### src/rtl/pkt_ingress_parser_pkg.sv
// Shared switch package.
// Holds the framing constants (SOF_BYTE, DELIMITER) that the per-port
// output FSMs also rely on, and the ingress parser state encoding.
package pkt_ingress_parser_pkg;

  localparam logic [7:0] SOF_BYTE  = 8'hFF;
  localparam logic [7:0] DELIMITER = 8'h55;

  typedef enum logic [1:0] {
    IDLE     = 2'd0,
    GET_ADDR = 2'd1,
    PAYLOAD  = 2'd2,
    DISCARD  = 2'd3
  } ingress_state_t;

endpackage

### src/rtl/pkt_ingress_parser_addr_match.sv
// pkt_addr_match: combinational destination-address comparator.
// Compares the destination address byte against every port's configured
// address and returns one mask bit per port. Several ports may match.
// Optional feature macro: PKT_BCAST_EN -- when defined, a DA equal to
// BCAST_ADDR selects all ports.
// Ports:
//   da            in  W_WIDTH          destination address byte
//   port_addr_cfg in  N_PORTS*W_WIDTH  port i address in [8i+7:8i]
//   mask          out N_PORTS          per-port match
module pkt_addr_match
  import pkt_ingress_parser_pkg::*;
#(
  parameter int               W_WIDTH    = 8,
  parameter int               N_PORTS    = 4,
  parameter logic [W_WIDTH-1:0] BCAST_ADDR = 8'hFE
) (
  input  logic [W_WIDTH-1:0]         da,
  input  logic [N_PORTS*W_WIDTH-1:0] port_addr_cfg,
  output logic [N_PORTS-1:0]         mask
);

  logic [N_PORTS-1:0] hit;

  generate
    for (genvar gi = 0; gi < N_PORTS; gi++) begin : g_cmp
      assign hit[gi] = (da == port_addr_cfg[gi*W_WIDTH +: W_WIDTH]);
    end
  endgenerate

`ifdef PKT_BCAST_EN
  // Broadcast overrides individual matches and selects every port.
  assign mask = (da == BCAST_ADDR) ? {N_PORTS{1'b1}} : hit;
`else
  assign mask = hit;
`endif

endmodule

### src/rtl/pkt_ingress_parser.sv
// pkt_ingress_parser: switch ingress stage.
// Finds SOF in the input byte stream, matches the destination address
// against the per-port addresses and writes payload plus delimiter into
// the matching FIFO(s). SOF and DA are stripped (the output FSMs re-add
// them). Oversized packets are truncated with a forced delimiter.
// Optional feature macro: PKT_BCAST_EN (broadcast DA selects all ports).
// Ports:
//   clk, rst_n     clock / asynchronous active-low reset
//   sw_en          switch enable, gates packet start only
//   data_in        input byte, sampled when data_valid is high
//   data_valid     input byte qualifier
//   port_addr_cfg  per-port address, port i in [8i+7:8i]
//   port_full      per-FIFO almost-full, sampled at DA only
//   wr_en          registered per-FIFO write strobe
//   wr_data        registered shared FIFO write data
//   busy           state is not IDLE
//   drop           one-cycle pulse on reject or truncation
module pkt_ingress_parser
  import pkt_ingress_parser_pkg::*;
#(
  parameter int                 W_WIDTH     = 8,
  parameter int                 N_PORTS     = 4,
  parameter int                 MAX_PAYLOAD = 16,
  parameter logic [W_WIDTH-1:0] BCAST_ADDR  = 8'hFE
) (
  input  logic                       clk,
  input  logic                       rst_n,
  input  logic                       sw_en,
  input  logic [W_WIDTH-1:0]         data_in,
  input  logic                       data_valid,
  input  logic [N_PORTS*W_WIDTH-1:0] port_addr_cfg,
  input  logic [N_PORTS-1:0]         port_full,
  output logic [N_PORTS-1:0]         wr_en,
  output logic [W_WIDTH-1:0]         wr_data,
  output logic                       busy,
  output logic                       drop
);

  localparam int               CNT_W   = $clog2(MAX_PAYLOAD + 1);
  localparam logic [CNT_W-1:0] MAX_CNT = CNT_W'(MAX_PAYLOAD);

  ingress_state_t     state_reg, state_next;
  logic [N_PORTS-1:0] mask_reg, mask_next;
  logic [CNT_W-1:0]   count_reg, count_next;
  logic [N_PORTS-1:0] wr_en_next;
  logic [W_WIDTH-1:0] wr_data_next;
  logic               drop_next;

  logic [N_PORTS-1:0] match;
  logic               addr_ok;
  logic               is_delim;
  logic               has_room;

  pkt_addr_match #(
    .W_WIDTH    (W_WIDTH),
    .N_PORTS    (N_PORTS),
    .BCAST_ADDR (BCAST_ADDR)
  ) u_addr_match (
    .da            (data_in),
    .port_addr_cfg (port_addr_cfg),
    .mask          (match)
  );

  // A packet is taken only if some port matches and none of the
  // selected FIFOs lacks room for a worst-case packet.
  assign addr_ok  = (match != '0) && ((match & port_full) == '0);
  assign is_delim = (data_in == DELIMITER);
  assign has_room = (count_reg < MAX_CNT);

  // State register (plus the mask/count datapath that moves with it).
  always_ff @(posedge clk or negedge rst_n) begin
    if (!rst_n) begin
      state_reg <= IDLE;
      mask_reg  <= '0;
      count_reg <= '0;
    end else begin
      state_reg <= state_next;
      mask_reg  <= mask_next;
      count_reg <= count_next;
    end
  end

  // Next-state logic. Invalid cycles hold everything.
  always_comb begin
    state_next = state_reg;
    mask_next  = mask_reg;
    count_next = count_reg;
    if (data_valid) begin
      case (state_reg)
        IDLE: begin
          if (sw_en && (data_in == SOF_BYTE)) state_next = GET_ADDR;
        end
        GET_ADDR: begin
          if (addr_ok) begin
            mask_next  = match;
            count_next = '0;
            state_next = PAYLOAD;
          end else begin
            state_next = DISCARD;
          end
        end
        PAYLOAD: begin
          if (is_delim) begin
            state_next = IDLE;
          end else if (has_room) begin
            count_next = count_reg + CNT_W'(1);
          end else begin
            state_next = DISCARD;
          end
        end
        DISCARD: begin
          if (is_delim) state_next = IDLE;
        end
        default: state_next = IDLE;
      endcase
    end
  end

  // Output logic, computed one cycle ahead and registered below.
  always_comb begin
    wr_en_next   = '0;
    wr_data_next = wr_data;
    drop_next    = 1'b0;
    if (data_valid) begin
      case (state_reg)
        GET_ADDR: begin
          if (!addr_ok) drop_next = 1'b1;
        end
        PAYLOAD: begin
          wr_en_next = mask_reg;
          if (is_delim || has_room) begin
            wr_data_next = data_in;
          end else begin
            // Truncate: close the FIFO packet with a forced delimiter.
            wr_data_next = DELIMITER;
            drop_next    = 1'b1;
          end
        end
        default: ;
      endcase
    end
  end

  always_ff @(posedge clk or negedge rst_n) begin
    if (!rst_n) begin
      wr_en   <= '0;
      wr_data <= '0;
      drop    <= 1'b0;
    end else begin
      wr_en   <= wr_en_next;
      wr_data <= wr_data_next;
      drop    <= drop_next;
    end
  end

  assign busy = (state_reg != IDLE);

endmodule

### config.mk
export PLATFORM = sky130hd
export DESIGN_NAME = pkt_ingress_parser
export DESIGN_NICKNAME = d
export VERILOG_FILES = /design/src/rtl/pkt_ingress_parser_pkg.sv /design/src/rtl/pkt_ingress_parser_addr_match.sv /design/src/rtl/pkt_ingress_parser.sv
export SDC_FILE = /design/constraint.sdc
export NUM_CORES = 1
export LEC_CHECK = 0
export BUFFER_PORTS_ARGS = -buffer_cell sky130_fd_sc_hd__clkbuf_2
export CAP_MARGIN = 20
export CORE_UTILIZATION = 27
export CTS_CLUSTER_DIAMETER = 40
export DETAILED_ROUTE_END_ITERATION = 8
export GPL_TIMING_DRIVEN = 0
export SYNTH_ARGS = -nofsm -noshare
export SYNTH_HDL_FRONTEND = slang
export SYNTH_SLANG_ARGS = --single-unit
### constraint.sdc
create_clock -name clk -period 2.7 [get_ports clk]
set_clock_uncertainty 0.15 [all_clocks]
set_input_delay 0.27 -clock clk [delete_from_list [all_inputs] [get_ports clk]]
set_output_delay 0.27 -clock clk [all_outputs]
set_load 0.01 [all_outputs]
==> results.yml <==
outcome:
  status: "finished with violations"
  violations: "DRC"
synthesis:
  ys_types: 36
  synthArstFlopShare_pct: 100
  synth_top_area_share_pct: 33.1
  synth_seq_cells: 24
  synthCells: 198
  syn_nets: 252
  synth_area_leader_cell: "dfrtp_1"
  yosys_warnings: 0
  synth.cell_area_mm2: 0.00181
  synth_edf_count: 0
  seq_area_frac_synth_pct: 33.1
  ys_top_cells_by_area: "dfrtp_1 33%, xor2_1 16%, clkbuf_8 5.3%, nand2_1 5.2%, ha_1 4.1%"
  synthFlopType: "dfrtp_1"
  synth_area_per_cell_um2: 9.16
  yosys-top-cells-count: "34 x xor2_1, 25 x nand2_1, 24 x dfrtp_1"
  yosys.cell_count.top_type: "xor2_1"
cells_and_area:
  final_cells: 333
  syn_to_final_growth_pct: 24.4
  largest_register_ffs: 8
  layout.nets: 311
  drive_gt1_share_pct: 31.3
  antennaDiodeCount: 0
  nFillCells: 668
worst_setup_path:
  endpoint_kind: "flop"
  cpPeakStageDelay_ns: 0.40
  critPathMaxFanout: 10
  slowest_stage: "dfrtp_1"
  arrival_ns: 2.14
  cp_top_family: "buffers and inverters"
  cp_common_cell: "inv_1"
  crit_type: "reg -> reg"
  worstPathRequired_ns: 2.70
  critPathLaunchType: "flop"
  cp_cell_sequence: "inv_1 -> ha_1 -> buf_4 -> inv_1 -> nand3_1 -> o21ai_2 -> buf_6 -> mux2i_1 -> o21a_2 -> o211ai_2"
  cp_num_buf_inv: 4
placement:
  dp_cells: 328
  hpwl_um: 3600
  gp_congestion: 0.743
  pre_cts_ws_ns: 0.483
  io_buffer_count: 53
floorplan:
  dieArea_mm2: 0.00705
  die_h_um: 84.0
  io_pins: 62
  start_util_pct: 28.2
  num_rows: 29
  core-area_mm2: 0.00642
  chipWidth_um: 84.0
clocking:
  path_clk_slew_ns: 0.09
  htreeDepth: 1
  cts_tree: "built"
  clock_path_buffers: 2
  cts_made_buffers: 3
  cts_setup_buffers: 0
  cts.sinks: 24
  cts_root_buf: "clkbuf_8"
  insertion_delay_ns: 0.27
sta:
  rsz0062_at_grt: "no"
  whs_ns: 0.148
  finalCritPeriodShare_pct: 79.4
  fin_ws_ns: 0.555
  timing.fmax_mhz: 466
  slew_violations: 0
  worst_pin_slew_ns: 0.611
  setup_viol_count_final: 0
  min_period_ns: 2.14
  final.setup.tns_ns: 0
  timing.slew.headroom_pct: 59.2
  finalHoldViolations: 0
run:
  maxCapViolCount: 0
route:
  detail-route-antenna-nets: 0
  via_per_inst: 4.77
  vias: 1590
  drc: 10
  drtIter0Drc: 78
  wire_per_inst_um: 13.5
  drt-total-wl_um: 4510
  drt_pass1_iterations: 6
global_route:
  grt_max_degree: 25
  grt_pass1_vias: 1543
  grt_pass1_wl_um: 7490
  grt_use_total_pct: 13.3
  grt_overflow_total: 0
  antenna_found_initial: 0
hold_path:
  min_path_type: "in -> reg"
pwr:
  p_per_area_mw_per_mm2: 767
  p_total_w: 0.00173
  leakage_nw: 1.12
  ir_drop_mv: 0.234
==> report_power, final <==
part	leakage (nW)	internal, W	total, W	switching (W)
Clock	0.0357	0.000198	0.000316	0.000117
Combinational	0.798	0.000371	0.000835	0.000463
Sequential	0.285	0.000493	0.000582	0.0000894
Total	1.12	0.00106	0.00173	0.000670
==> through the flow <==
step / area (um^2) / util [%]
floorplan: 1810 / -
global placement: 2180 / 33.9
detailed placement: 2180 / 33.9
CTS: 2260 / 35.1
global route: 2260 / 35.1
finish: 2260 / 35.1
==> what timing repair did <==
item                      CTS  global route
gates resized for setup     0             0
hold buffers                1             0
hold endpoints to repair   24             0
==> area by class of cell <==
cell class / instances / area (um^2) / share of cell area (%)
plain buffers: 16 / 154 / 6.82
clock buffers: 3 / 41.3 / 1.83
clock inverters: 1 / 30.0 / 1.33
inverters: 11 / 41.3 / 1.83
multi-input cells: 147 / 1020 / 45.1
flip-flops and latches: 24 / 601 / 26.6
well taps: 77 / 96.3 / 4.27
repair buffers: 54 / 275 / 12.2
==> tightest hold or removal path, cell delays in order <==
cell      delay, ns
clkbuf_8       0.14
nand2_1        0.06
o21ai_0        0.06
==> per-layer routing <==
layer	track usage [%]	up-vias	wire length, um
met5	0	-	0
met4	3.76	0	44
met3	2.77	4	242
met2	21.1	52	2080
met1	18.2	742	2140
li1	-	792	-
==> worst paths after layout <==
kind                                                from                       end  slack [ns]  depth (start not counted)
worst max-delay path            state_reg[0]$_DFFE_PN0P_  count_reg[0]$_DFFE_PN0P_        0.56                         10
worst min register to register    wr_data[1]$_DFFE_PN0P_    wr_data[1]$_DFFE_PN0P_        0.35                          2
min in group asynchronous                          rst_n  count_reg[3]$_DFFE_PN0P_        0.39                          2
worst max register to register  state_reg[0]$_DFFE_PN0P_  count_reg[0]$_DFFE_PN0P_        0.56                         10
max in group asynchronous                          rst_n    wr_data[4]$_DFFE_PN0P_        1.60                          2
worst min-delay path                          data_in[7]    wr_data[7]$_DFFE_PN0P_        0.15                          3
==> cell families after synthesis <==
| logic type | share of synthesized area [%] |
|---|---|
| simple gates | 20.1 |
| xor+xnor | 16.9 |
| buf+inv | 10.8 |
| compound gates | 11.7 |
| flops | 33.1 |
| mux | 3.31 |
| fa+ha+maj | 4.14 |
==> cells in the final DEF (no fill, tap or decap), types with 2 or more instances in the layout <==
| cell type | count |
|---|---|
| xor2_1 | 34 |
| nand3_1 | 12 |
| nand2_1 | 25 |
| o21ai_0 | 9 |
| inv_1 | 11 |
| and3_2 | 3 |
| nor2_1 | 12 |
| ha_1 | 6 |
| clkbuf_1 | 4 |
| clkbuf_2 | 53 |
| o211ai_1 | 4 |
| nand4b_1 | 3 |
| nand4_1 | 4 |
| nor3_1 | 3 |
| buf_6 | 2 |
| clkbuf_8 | 10 |
| o221a_2 | 3 |
| dfrtp_1 | 24 |
| nor4_1 | 9 |
| mux2i_1 | 6 |
(Power assumes the default switching activity.)
